File: config.mk
export PLATFORM = sky130hd
export DESIGN_NAME = watch_core
export DESIGN_NICKNAME = d
export VERILOG_FILES = /design/src/rtl/watch_core.sv
export SDC_FILE = /design/constraint.sdc
export NUM_CORES = 1
export LEC_CHECK = 0
export BUFFER_PORTS_ARGS = -buffer_cell sky130_fd_sc_hd__buf_2
export CAP_MARGIN = 0
export CORE_MARGIN = 2
export CORE_UTILIZATION = 50
export DETAILED_ROUTE_END_ITERATION = 12
export PLACE_DENSITY = 0.75
export SLEW_MARGIN = 10
export SYNTH_ARGS = -nofsm -noshare
export SYNTH_HDL_FRONTEND = slang
export SYNTH_SLANG_ARGS = --single-unit
export TNS_END_PERCENT = 5
File: constraint.sdc
create_clock -name clk -period 3.88 [get_ports clk]
set_clock_uncertainty 0.1 [all_clocks]
set_input_delay 0.582 -clock clk [delete_from_list [all_inputs] [get_ports clk]]
set_output_delay 0.582 -clock clk [all_outputs]
set_load 0.03 [all_outputs]
File: src/rtl/watch_core.sv
// watch_core -- BCD time-of-day counter with run/stop control and a 12/24-hour display.
//
// Ports
//   clk           single clock, all state changes on the rising edge
//   reset         asynchronous active-low reset
//   start_resume  level request to run (ignored when stop is also high)
//   stop          level request to halt (wins over start_resume)
//   clear         synchronous clear of time and prescaler (FSM state kept)
//   mode_24h      display format: 1 = 24-hour, 0 = 12-hour
//   set_load      one-cycle strobe that loads set_time when it is a valid time
//   set_time      BCD {hr1,hr0,min1,min0,sec1,sec0}, hours in 24-hour form
//   hr1..sec0     registered BCD display digits
//   pm            1 when the internal hour is 12..23
//   running       1 while the FSM is in RUNNING
//   daypass       one-cycle pulse when 23:59:59 rolls over to 00:00:00
//   set_err       one-cycle pulse after a rejected set_load (or alarm_load)
//
// Optional feature, macro WATCH_ALARM_EN: adds alarm_time (BCD hh:mm, 24-hour form),
// alarm_load, alarm_arm and alarm_hit. alarm_hit pulses when a counting tick brings the
// time to hh:mm:00 of the stored alarm while alarm_arm is high.
//
// Parameters
//   TICK_DIV     clk cycles per one-second tick (1..2^24)
//   DEFAULT_24H  mode the integration ties mode_24h to; selects the hour digits shown
//                while reset is asserted (00 for 24-hour, 12 for 12-hour)

module watch_core #(
  parameter int unsigned TICK_DIV    = 1,
  parameter bit          DEFAULT_24H = 1'b1
) (
  input  logic        clk,
  input  logic        reset,
  input  logic        start_resume,
  input  logic        stop,
  input  logic        clear,
  input  logic        mode_24h,
  input  logic        set_load,
  input  logic [23:0] set_time,
`ifdef WATCH_ALARM_EN
  input  logic [15:0] alarm_time,
  input  logic        alarm_load,
  input  logic        alarm_arm,
  output logic        alarm_hit,
`endif
  output logic [3:0]  hr1,
  output logic [3:0]  hr0,
  output logic [3:0]  min1,
  output logic [3:0]  min0,
  output logic [3:0]  sec1,
  output logic [3:0]  sec0,
  output logic        pm,
  output logic        running,
  output logic        daypass,
  output logic        set_err
);

  localparam logic [0:0]  ST_STOPPED = 1'b0;
  localparam logic [0:0]  ST_RUNNING = 1'b1;
  localparam logic [23:0] PRESC_LAST = 24'(TICK_DIV - 32'd1);
  // Hour digits shown during reset depend on the mode the block is integrated in.
  localparam logic [7:0]  HR_RESET   = DEFAULT_24H ? 8'h00 : 8'h12;

  // A BCD hour pair is valid for 00..23.
  function automatic logic hour_bcd_ok(input logic [3:0] tens, input logic [3:0] ones);
    logic ok;
    if (tens < 4'd2) begin
      ok = (ones <= 4'd9);
    end else if (tens == 4'd2) begin
      ok = (ones <= 4'd3);
    end else begin
      ok = 1'b0;
    end
    return ok;
  endfunction

  // Full hh:mm:ss BCD validity check.
  function automatic logic time_bcd_ok(input logic [23:0] t);
    return hour_bcd_ok(t[23:20], t[19:16]) && (t[15:12] <= 4'd5) && (t[11:8] <= 4'd9) &&
           (t[7:4] <= 4'd5) && (t[3:0] <= 4'd9);
  endfunction

  // Converts a (validated) BCD hour pair to the internal binary hour.
  function automatic logic [4:0] bcd_hour_to_bin(input logic [3:0] tens, input logic [3:0] ones);
    logic [7:0] v;
    v = ({4'd0, tens} * 8'd10) + {4'd0, ones};
    return v[4:0];
  endfunction

  // Maps the internal 0..23 hour onto the displayed BCD pair for the selected format.
  function automatic logic [7:0] hour_display(input logic [4:0] h, input logic is_24h);
    logic [4:0] v;
    logic [7:0] d;
    if (is_24h) begin
      v = h;
    end else if (h == 5'd0) begin
      v = 5'd12;
    end else if (h > 5'd12) begin
      v = h - 5'd12;
    end else begin
      v = h;
    end
    if (v >= 5'd20) begin
      d = {4'd2, 4'(v - 5'd20)};
    end else if (v >= 5'd10) begin
      d = {4'd1, 4'(v - 5'd10)};
    end else begin
      d = {4'd0, v[3:0]};
    end
    return d;
  endfunction

  logic [0:0]  state_r;
  logic [0:0]  state_nxt_s;
  logic [23:0] presc_r;
  logic [23:0] presc_step_s;
  logic [23:0] presc_nxt_s;
  logic [3:0]  sec0_r, sec1_r, min0_r, min1_r;
  logic [3:0]  sec0_nxt_s, sec1_nxt_s, min0_nxt_s, min1_nxt_s;
  logic [4:0]  hour_r;
  logic [4:0]  hour_nxt_s;
  logic [3:0]  hr1_r, hr0_r;
  logic        pm_r;
  logic        daypass_r;
  logic        set_err_r;
  logic        tick_s;
  logic        tick_taken_s;
  logic        rollover_s;
  logic        load_err_s;
  logic        alarm_err_s;
  logic [7:0]  hr_disp_s;

  assign tick_s = (state_r == ST_RUNNING) && (presc_r == PRESC_LAST);

  // Run/stop FSM next state; stop dominates start_resume.
  always_comb begin
    state_nxt_s = state_r;
    case (state_r)
      ST_STOPPED: begin
        if (start_resume && !stop) begin
          state_nxt_s = ST_RUNNING;
        end else begin
          state_nxt_s = ST_STOPPED;
        end
      end
      ST_RUNNING: begin
        if (stop) begin
          state_nxt_s = ST_STOPPED;
        end else begin
          state_nxt_s = ST_RUNNING;
        end
      end
      default: state_nxt_s = ST_STOPPED;
    endcase
  end

  // Free-running prescaler step: advances only while running, wraps on the tick.
  always_comb begin
    if (state_r == ST_RUNNING) begin
      if (tick_s) begin
        presc_step_s = 24'd0;
      end else begin
        presc_step_s = presc_r + 24'd1;
      end
    end else begin
      presc_step_s = presc_r;
    end
  end

  // Time update with priority clear > set_load > tick.
  always_comb begin
    sec0_nxt_s   = sec0_r;
    sec1_nxt_s   = sec1_r;
    min0_nxt_s   = min0_r;
    min1_nxt_s   = min1_r;
    hour_nxt_s   = hour_r;
    presc_nxt_s  = presc_step_s;
    rollover_s   = 1'b0;
    load_err_s   = 1'b0;
    tick_taken_s = 1'b0;
    if (clear) begin
      sec0_nxt_s  = 4'd0;
      sec1_nxt_s  = 4'd0;
      min0_nxt_s  = 4'd0;
      min1_nxt_s  = 4'd0;
      hour_nxt_s  = 5'd0;
      presc_nxt_s = 24'd0;
    end else if (set_load) begin
      // A rejected load still consumes the cycle: any coincident tick is dropped.
      if (time_bcd_ok(set_time)) begin
        hour_nxt_s  = bcd_hour_to_bin(set_time[23:20], set_time[19:16]);
        min1_nxt_s  = set_time[15:12];
        min0_nxt_s  = set_time[11:8];
        sec1_nxt_s  = set_time[7:4];
        sec0_nxt_s  = set_time[3:0];
        presc_nxt_s = 24'd0;
      end else begin
        load_err_s = 1'b1;
      end
    end else if (tick_s) begin
      tick_taken_s = 1'b1;
      if (sec0_r != 4'd9) begin
        sec0_nxt_s = sec0_r + 4'd1;
      end else begin
        sec0_nxt_s = 4'd0;
        if (sec1_r != 4'd5) begin
          sec1_nxt_s = sec1_r + 4'd1;
        end else begin
          sec1_nxt_s = 4'd0;
          if (min0_r != 4'd9) begin
            min0_nxt_s = min0_r + 4'd1;
          end else begin
            min0_nxt_s = 4'd0;
            if (min1_r != 4'd5) begin
              min1_nxt_s = min1_r + 4'd1;
            end else begin
              min1_nxt_s = 4'd0;
              if (hour_r != 5'd23) begin
                hour_nxt_s = hour_r + 5'd1;
              end else begin
                hour_nxt_s = 5'd0;
                rollover_s = 1'b1;
              end
            end
          end
        end
      end
    end else begin
      presc_nxt_s = presc_step_s;
    end
  end

  assign hr_disp_s = hour_display(hour_nxt_s, mode_24h);

`ifdef WATCH_ALARM_EN
  // Alarm hh:mm validity check.
  function automatic logic alarm_bcd_ok(input logic [15:0] a);
    return hour_bcd_ok(a[15:12], a[11:8]) && (a[7:4] <= 4'd5) && (a[3:0] <= 4'd9);
  endfunction

  logic [4:0] alarm_hour_r;
  logic [3:0] alarm_min1_r, alarm_min0_r;
  logic       alarm_ok_s;
  logic       alarm_match_s;
  logic       alarm_hit_r;

  assign alarm_ok_s  = alarm_bcd_ok(alarm_time);
  assign alarm_err_s = alarm_load && !alarm_ok_s;
  // Only a counting tick can fire the alarm; loads and clears landing on hh:mm:00 do not.
  assign alarm_match_s = tick_taken_s && alarm_arm && (hour_nxt_s == alarm_hour_r) &&
                         (min1_nxt_s == alarm_min1_r) && (min0_nxt_s == alarm_min0_r) &&
                         (sec1_nxt_s == 4'd0) && (sec0_nxt_s == 4'd0);

  // Alarm time storage and hit pulse.
  always_ff @(posedge clk or negedge reset) begin
    if (!reset) begin
      alarm_hour_r <= 5'd0;
      alarm_min1_r <= 4'd0;
      alarm_min0_r <= 4'd0;
      alarm_hit_r  <= 1'b0;
    end else begin
      if (alarm_load && alarm_ok_s) begin
        alarm_hour_r <= bcd_hour_to_bin(alarm_time[15:12], alarm_time[11:8]);
        alarm_min1_r <= alarm_time[7:4];
        alarm_min0_r <= alarm_time[3:0];
      end else begin
        alarm_hour_r <= alarm_hour_r;
        alarm_min1_r <= alarm_min1_r;
        alarm_min0_r <= alarm_min0_r;
      end
      alarm_hit_r <= alarm_match_s;
    end
  end

  assign alarm_hit = alarm_hit_r;
`else
  assign alarm_err_s = 1'b0;
`endif

  // FSM state register.
  always_ff @(posedge clk or negedge reset) begin
    if (!reset) begin
      state_r <= ST_STOPPED;
    end else begin
      state_r <= state_nxt_s;
    end
  end

  // Time, prescaler, display and status pulse registers.
  always_ff @(posedge clk or negedge reset) begin
    if (!reset) begin
      presc_r   <= 24'd0;
      sec0_r    <= 4'd0;
      sec1_r    <= 4'd0;
      min0_r    <= 4'd0;
      min1_r    <= 4'd0;
      hour_r    <= 5'd0;
      hr1_r     <= HR_RESET[7:4];
      hr0_r     <= HR_RESET[3:0];
      pm_r      <= 1'b0;
      daypass_r <= 1'b0;
      set_err_r <= 1'b0;
    end else begin
      presc_r   <= presc_nxt_s;
      sec0_r    <= sec0_nxt_s;
      sec1_r    <= sec1_nxt_s;
      min0_r    <= min0_nxt_s;
      min1_r    <= min1_nxt_s;
      hour_r    <= hour_nxt_s;
      hr1_r     <= hr_disp_s[7:4];
      hr0_r     <= hr_disp_s[3:0];
      pm_r      <= (hour_nxt_s >= 5'd12);
      daypass_r <= rollover_s;
      set_err_r <= load_err_s | alarm_err_s;
    end
  end

  assign hr1     = hr1_r;
  assign hr0     = hr0_r;
  assign min1    = min1_r;
  assign min0    = min0_r;
  assign sec1    = sec1_r;
  assign sec0    = sec0_r;
  assign pm      = pm_r;
  assign running = (state_r == ST_RUNNING);
  assign daypass = daypass_r;
  assign set_err = set_err_r;

endmodule
==> impl_metrics.tcl, run 1 <==
set metrics [dict create \
    die_y_um 87.48 \
    clk_latency_ps 310 \
    initial_utilization 0.5157 \
    cts-buffers-inserted 5 \
    yosysTopAreaCell "dfrtp_1" \
    synth_top_family_by_area "simple AND/OR/NAND/NOR gates" \
    worst-path-stages 17 \
    cts.path.max_buffers 2 \
    yosysWarnings 0 \
    dieArea_um2 7653 \
    cpMaxStageDelayCell "dfrtp_1" \
    viasPerCell 5.689 \
    vias 3112 \
    grtUsageTotal 0.2206 \
    postSynthAreaPerCell_um2 8.958 \
    design_area_um2 4158 \
    synth_cell_types 62 \
    coreArea_um2 6756 \
    first_pass_iters 5 \
    p_leak_nw 1.930 \
    antenna_found_initial 0 \
    pin_count 59 \
    worstPathArrival_ps 3810 \
    fin_crit_ps 3669 \
    fillers 601 \
    cp.required_ps 4020 \
    grt_pass1_vias 2890 \
    seqCellArea_um2 1380 \
    crit_chain "nor4_4, nand4_1, nor4_2, xnor2_1, a21oi_1, buf_4, ha_2, o21ai_1, o21ai_1, a21oi_1, o22a_2, ha_1, o21ai_0, and2_1, and4b_1, a31oi_1, o211a_1" \
    grt_max_degree 30 \
    grt_pass1_wl_um 13490 \
    max_freq_mhz 272.5 \
    path_delay_family "simple AND/OR/NAND/NOR gates" \
    synth_area_leaders "dfrtp_1 (39%), nor2_1 (6.5%), ha_1 (4.3%)" \
    dp_hpwl_um 6063 \
    place_area_um2 3970 \
    cts_hold_repair.buffers 0 \
    drv_cap 0 \
    cp-start-kind "register" \
    synthAdderAreaFrac 0.04883 \
    h-tree-depth 2 \
    path_max_fanout 4 \
    syn2layout_area_growth_pct 19.32 \
    synthSimpleGateAreaFrac 0.2424 \
    drcViolationCount 0 \
    path_clk_slew_ps 110 \
    cpPeakStageDelay_ps 460 \
    wl_per_cell_um 15.08 \
    hold_viol_final 0 \
    finalCritPeriodShare 0.9457 \
    io_buffers 56 \
    ys_ff_latch 55 \
    fp-row-count 30 \
    cts_tree "yes" \
    ant_nets 0 \
    synth_compound_area_frac 0.1785 \
    hold_class "in2async" \
    n_antenna_cell 0 \
    p_per_area_nw_per_um2 329.2 \
    totalWireLength_um 8249 \
    synthXorXnorAreaFrac 0.07038 \
    async_flop_share 1.000 \
    finalNonFillerCells 547 \
    end_kind "register" \
    synth_edf_count 0 \
    relSlewSlack 0.4767 \
    synth_flop_cell "dfrtp_1" \
    cts_sinks 55 \
    yosysSeqAreaShare 0.3950 \
    die_w_um 87.48 \
    overflow 0 \
    ir_drop_mv 0.2539 \
    dr.first_iter.drc_count 138 \
    drive_above_1_share 0.2677 \
    worstMarginPinSlew_ps 784.9 \
    setup_viol 0 \
    placed_cells 535 \
    cts_root_buffer "clkbuf_8" \
    nets 510 \
    outcome "finished clean" \
    synth.top_cell.area_share 0.3950 \
    syn-cell-area_um2 3485 \
    crit_type "reg2reg" \
    synth.mux.area_fraction 0.02621 \
    synthCells 389 \
    path_buf_inv 1 \
    rr_worst_depth 17 \
    multiInputGateArea_um2 2041 \
    final_common_cell "nor2_1" \
    layout_common_cells "nor2_1 (60), buf_2 (56), dfrtp_1 (52), nand2_1 (30), buf_4 (26)" \
    maxSlewViolCount 0 \
    gp_congestion 0.8425 \
]
-- cell type report --
type / count / area share
repair buffers: 82 / 0.1144
clock inverters: 3 / 0.006019
inverters: 18 / 0.01625
clock buffers: 5 / 0.01655
flip-flops and latches: 55 / 0.3319
well taps: 80 / 0.02407
multi-input cells: 304 / 0.4908
-- worst register-to-register path, delay by kind of cell (launching register included) --
kind | cells | cell delay (ps)
AND/OR/NAND/NOR | 5 | 1330
AO/OA/AOI/OAI | 8 | 1110
flip-flops | 1 | 460
adder cells (fa/ha/maj) | 2 | 380
buffers and inverters | 1 | 150
XOR/XNOR | 1 | 100
-- logic make-up after synthesis --
kind of cell,after synthesis
AOI/OAI and AO/OA,90
and+or+nand+nor,162
DFF,55
other,1
adders and majority gates,13
muxes,9
xor gates and xnor gates,28
buffers and inverters,31
-- per-stage QoR --
step | TNS [ps] | util | setup WS [ps] | power [mW] | hold slack [ps]
global route | -30.71 | 0.6154 | -21.44 | 1.445 | 233.0
finish | 0 | 0.6154 | 210.7 | 1.369 | 194.1
global placement | -10.61 | 0.5876 | -10.61 | 1.037 | 440.8
floorplan | 0 | - | 74.16 | 0.9133 | 186.4
detailed placement | -48.96 | 0.5876 | -48.96 | 1.046 | 451.3
CTS | 0 | 0.6015 | 30.02 | 1.372 | 207.9
-- sequential cells by signal, summed over array words and instances (netlist names) --
signal	cells
daypass	1
hour_r	5
hr0	4
hr1	2
min0	4
min1	4
pm	1
presc_r	24
running	1
sec0	4
sec1	4
set_err	1
-- power breakdown --
group / switching (mW) / leakage, nW / internal [mW]
Sequential: 0.0466 / 0.739 / 0.612
Combinational: 0.242 / 1.15 / 0.144
Clock: 0.195 / 0.0443 / 0.130
-- synthesized netlist by cell type, drive strengths merged, types with 3 or more instances --
| cell type | n |
|---|---|
| and2 | 3 |
| a31oi | 3 |
| buf | 4 |
| o22ai | 3 |
| and3 | 9 |
| clkbuf | 9 |
| inv | 18 |
| nor4 | 8 |
| nand4 | 6 |
| o22a | 3 |
| dfrtp | 55 |
| nand2b | 4 |
| nor3 | 10 |
| and4bb | 5 |
| nand3 | 13 |
| or3 | 3 |
| o31ai | 8 |
| nor2 | 61 |
| a21oi | 25 |
| ha | 12 |
| o311ai | 3 |
| xnor2 | 11 |
| a221oi | 3 |
| o21ai | 28 |
| nand2 | 30 |
| xor2 | 17 |
| mux2i | 8 |
-- repair_timing --
item                       4_1_cts  5_1_grt
setup endpoints to repair        0        5
gates resized for setup          0       15
buffers inserted                 0        4
-- per-layer routing --
metal,global-route usage,routed length (um),up-vias
met5,0,0,-
li1,-,-,1536
met4,0.05455,91,0
met3,0.03033,275,8
met1,0.2987,3834,1497
met2,0.3726,4047,71
-- final timing paths --
| check | startpoint | to | slack, ps |
|---|---|---|---|
| hold reg to reg | presc_r[22] | presc_r[22] | 480 |
| max in group asynchronous | reset | hour_r[3] | 2660 |
| hold / removal | reset | running | 190 |
| setup / recovery | presc_r[15] | hr0[2] | 210 |
| setup reg to reg | presc_r[15] | hr0[2] | 210 |
| min in group clk | stop | running | 310 |
(Power assumes the default switching activity.)
==> inputs of run 2 (changes only) <==
--- a/config.mk
+++ b/config.mk
@@ -8,9 +8,9 @@
 export BUFFER_PORTS_ARGS = -buffer_cell sky130_fd_sc_hd__buf_2
 export CAP_MARGIN = 0
 export CORE_MARGIN = 2
-export CORE_UTILIZATION = 50
+export CORE_UTILIZATION = 51
 export DETAILED_ROUTE_END_ITERATION = 12
-export PLACE_DENSITY = 0.75
+export PLACE_DENSITY = 0.76
 export SLEW_MARGIN = 10
 export SYNTH_ARGS = -nofsm -noshare
 export SYNTH_HDL_FRONTEND = slang
==> impl_metrics.tcl, run 2 (synthesis results as in run 1) <==
set metrics [dict create \
    gp_congestion 0.8497 \
    top_regs "presc_r: 24 flops, hour_r: 5 flops" \
    whs_ps 125.0 \
    vias 3185 \
    ant_nets 0 \
    coreArea_um2 6719 \
    worstMarginPinSlew_ps 728.6 \
    cts-buffers-inserted 5 \
    fin_crit_ps 3729 \
    antenna_found_initial 0 \
    die_w_um 86.66 \
    fin_setup_tns_ps 0 \
    n_antenna_cell 0 \
    drcViolationCount 0 \
    initial_utilization 0.5186 \
    max_freq_mhz 268.1 \
    dr.first_iter.drc_count 151 \
    pin_count 59 \
    grt_pass1_vias 3062 \
    setup_viol 0 \
    hold_class "in2async" \
    path_clk_slew_ps 100 \
    viasPerCell 5.770 \
    cts_tree "yes" \
    p_leak_nw 1.953 \
    largest_register_ffs 24 \
    first_pass_iters 5 \
    maxSlewViolCount 0 \
    ir_drop_mv 0.2139 \
    cts_sinks 55 \
    die_y_um 86.66 \
    drv_cap 0 \
    grt_pass1_wl_um 13990 \
    dieArea_um2 7510 \
    overflow 0 \
    dp_hpwl_um 6215 \
    worstPathArrival_ps 3890 \
    path_max_fanout 7 \
    totalWireLength_um 8532 \
    cts_hold_repair.buffers 0 \
    p_per_area_nw_per_um2 331.5 \
    clk_latency_ps 320 \
    use_met1 0.3076 \
    fp-row-count 30 \
    grt-busiest-layer "met2" \
    syn2layout_area_growth_pct 20.00 \
    drive_above_1_share 0.2669 \
    nets 515 \
    relSlewSlack 0.5142 \
    io_buffers 56 \
    hold_viol_final 0 \
    cts.path.max_buffers 2 \
    fillers 578 \
    grt_max_degree 33 \
    cts_root_buffer "clkbuf_8" \
    finalCritPeriodShare 0.9612 \
    crit_type "reg2reg" \
    wl_per_cell_um 15.46 \
    end_kind "register" \
    outcome "finished clean" \
    grtUsageTotal 0.2309 \
    cp.required_ps 4040 \
    top_register "presc_r" \
    final_util 0.6223 \
    cp-start-kind "register" \
    final_common_cell "nor2_1" \
    h-tree-depth 2 \
    dp_slack_ps 19.76 \
    layout_common_cells "nor2_1 (60), buf_2 (56), dfrtp_1 (55), buf_4 (31), nand2_1 (30)" \
    setup_ws_ps 150.6 \
    use_met3 0.03905 \
    met2_usage 0.3895 \
]
run 2: final timing paths:
kind	from	to	slack, ps	cells after the start
max	presc_r[1]	hr0[2]	150	18
min in group clk	stop	running	300	2
max in group asynchronous	reset	pm	2720	2
min reg2reg	presc_r[16]	presc_r[16]	480	2
min	reset	presc_r[5]	130	1
max reg2reg	presc_r[1]	hr0[2]	150	18
run 2: through the flow:
stage	cell area [um2]	std cells	power [mW]
finish	4182	552	1.386
global route	4182	552	1.462
CTS	4106	547	1.385
detailed placement	4000	539	1.054
global placement	4000	539	1.044
floorplan	3488	390	0.9133
run 2: timing repair:
action / CTS / global route
cloned: 0 / 0
resized for setup: 2 / 9
buffers inserted: 0 / 5
pin swaps: 0 / 10
endpoints found under the setup margin: 1 / 5
run 2: worst max-delay path, cell delays in order (launching register included):
cell and delay, ps:
dfrtp_1 430, inv_2 70, ha_1 120, and4bb_1 190
nand4_1 90, buf_4 180, or3_4 420, mux2i_1 190
o22a_2 220, inv_2 90, nor2_1 170, a31oi_1 110
o22a_2 270, ha_1 190, o21ai_0 80, and2_1 180
and4b_1 200, a31oi_1 180, o211a_1 190
run 2: area by class of cell:
cell class,instances,area (um2),share of cell area
multi-input cells,304,2031,0.4856
flip-flops and latches,55,1376,0.3291
repair buffers,87,513.0,0.1227
well taps,80,100.1,0.02394
clock buffers,5,68.82,0.01646
inverters,18,67.56,0.01616
clock inverters,3,25.02,0.005984
run 2: routing by layer:
| metal | share of wire | routed length (um) |
|---|---|---|
| met1 | 0.44 | 3731 |
| met2 | 0.50 | 4269 |
| met3 | 0.043 | 366 |
| met4 | 0.019 | 164 |
| met5 | 0 | 0 |
run 2: report_power, final:
group	total (mW)	switching, mW	internal (mW)
Sequential	0.657	0.0451	0.611
Clock	0.330	0.201	0.130
Combinational	0.399	0.250	0.150
Total	1.39	0.496	0.890
==> inputs of run 3 (changes only) <==
--- a/config.mk
+++ b/config.mk
@@ -5,12 +5,12 @@
 export SDC_FILE = /design/constraint.sdc
 export NUM_CORES = 1
 export LEC_CHECK = 0
-export BUFFER_PORTS_ARGS = -buffer_cell sky130_fd_sc_hd__buf_2
+export BUFFER_PORTS_ARGS = -buffer_cell sky130_fd_sc_hd__buf_4
 export CAP_MARGIN = 0
 export CORE_MARGIN = 2
 export CORE_UTILIZATION = 51
 export DETAILED_ROUTE_END_ITERATION = 12
-export PLACE_DENSITY = 0.76
+export PLACE_DENSITY = 0.85
 export SLEW_MARGIN = 10
 export SYNTH_ARGS = -nofsm -noshare
 export SYNTH_HDL_FRONTEND = slang
==> impl_metrics.tcl, run 3 (synthesis results as in run 1) <==
set metrics [dict create \
    outcome "finished clean" \
    crit_type "reg2reg" \
    ant_nets 0 \
    die_y_um 86.66 \
    overflow 0 \
    fin_setup_tns_ps 0 \
    largest_register_ffs 24 \
    vias 3197 \
    first_pass_iters 4 \
    maxSlewViolCount 0 \
    drv_cap 0 \
    final_common_cell "buf_4" \
    coreArea_um2 6719 \
    cp_common_cell "inv_1" \
    drcViolationCount 0 \
    worstPathArrival_ps 3970 \
    wl_per_cell_um 15.73 \
    hold_class "in2async" \
    h-tree-depth 2 \
    timing.rr.end "hr0[1]" \
    max_freq_mhz 260.2 \
    dieArea_um2 7510 \
    power_mw 1.416 \
    viasPerCell 5.866 \
    setup_viol 0 \
    cts_sinks 55 \
    dp_hpwl_um 6351 \
    path_buf_inv 3 \
    io_buffers 56 \
    rr_worst_depth 15 \
    grt_pass1_vias 3181 \
    top_register "presc_r" \
    nets 508 \
    cts_hold_repair.buffers 0 \
    finalCritPeriodShare 0.9904 \
    path_clk_slew_ps 110 \
    grt_setup_unrepaired "true" \
    cp-start-kind "register" \
    ff2ff_setup_slack_ps 40 \
    top_regs "presc_r: 24 flops, hour_r: 5 flops" \
    gp_congestion 0.8673 \
    r2r_start "presc_r[0]" \
    path_max_fanout 5 \
    n_antenna_cell 0 \
    grt_max_degree 56 \
    place_area_um2 4103 \
    crit_chain "inv_1, ha_1, and4bb_1, nand4_1, buf_4, or3_4, a221oi_4, nor2_2, o311a_4, a211oi_4, inv_1, ha_2, a21o_2, o31ai_4, xnor2_1" \
    hold_viol_final 0 \
    initial_utilization 0.5186 \
    grt_pass1_wl_um 14330 \
    end_kind "register" \
    startpoint "presc_r[0]" \
    cpMaxStageDelayCell "dfrtp_1" \
    clk_latency_ps 320 \
    cpPeakStageDelay_ps 440 \
    p_per_area_nw_per_um2 332.6 \
    cts.path.max_buffers 2 \
    cp.required_ps 4010 \
    dr.first_iter.drc_count 172 \
    design_area_um2 4259 \
    ir_drop_mv 0.2140 \
    syn2layout_area_growth_pct 22.23 \
    die_w_um 86.66 \
    fp-row-count 30 \
    cts-buffers-inserted 5 \
    cts_tree "yes" \
    cts_root_buffer "clkbuf_8" \
    p_leak_nw 1.947 \
    antenna_found_initial 0 \
    whs_ps 190.0 \
    path_delay_family "compound AO/OA/AOI/OAI gates" \
    drive_above_1_share 0.2559 \
    layout_common_cells "buf_4 (79), nor2_1 (59), dfrtp_1 (55), nand2_1 (30), o21ai_0 (25)" \
    pin_count 59 \
    grtUsageTotal 0.2370 \
    fin_crit_ps 3843 \
    worstMarginPinSlew_ps 727.7 \
    relSlewSlack 0.5149 \
    totalWireLength_um 8571 \
]
run 3: per-layer routing:
| metal | vias to the layer above | global-route usage | part of all wire |
|---|---|---|---|
| met1 | 1530 | 0.3104 | 0.44 |
| met2 | 120 | 0.3993 | 0.49 |
| met3 | 19 | 0.03810 | 0.051 |
| met5 | - | 0 | 0 |
| li1 | 1528 | - | - |
| met4 | 0 | 0.08097 | 0.019 |
run 3: area by class of cell:
type / instances / area, um2
clock buffer: 5 / 68.82
clock inverter: 3 / 25.02
fill: 554 / 2460
inverter: 18 / 67.56
multi-input combinational: 304 / 2017
sequential: 55 / 1376
tap: 80 / 100.1
timing repair buffer: 80 / 604.3
run 3: worst max path at each step:
stage	end	slack, ps	depth (start not counted)
3_5_place_dp	hr0[1]	-70	16
3_3_place_gp	hr0[1]	120	16
2_1_floorplan	hr0[1]	70	15
6_report	hr0[1]	40	15
4_1_cts	hr0[2]	-20	19
5_1_grt	hr0[2]	-170	19
run 3: what timing repair did:
action                     CTS  global route
hold endpoints to repair     0             0
pin swaps                    2             8
setup endpoints to repair    2             5
gates resized for setup      3             8
setup buffers                1             2
run 3: metrics by stage:
step                      worst slack (ps)    util  instances
after floorplan                      74.16       -        390
after global placement               115.4  0.6106        534
after detailed placement            -69.30  0.6106        534
after CTS                           -20.30  0.6289        543
after global routing                -168.1  0.6339        545
final                                37.06  0.6339        545
run 3: power breakdown:
| group | switching (mW) | internal [mW] |
|---|---|---|
| combinational | 0.253 | 0.175 |
| clock | 0.200 | 0.130 |
| sequential | 0.0482 | 0.611 |
run 3: worst reg2reg max path, cell delays in order (launching register included):
cell and delay [ps]:
dfrtp_1 440, inv_1 80, ha_1 160, and4bb_1 220, nand4_1 210, buf_4 210, or3_4 410, a221oi_4 360
nor2_2 100, o311a_4 380, a211oi_4 200, inv_1 80, ha_2 190, a21o_2 220, o31ai_4 210, xnor2_1 170
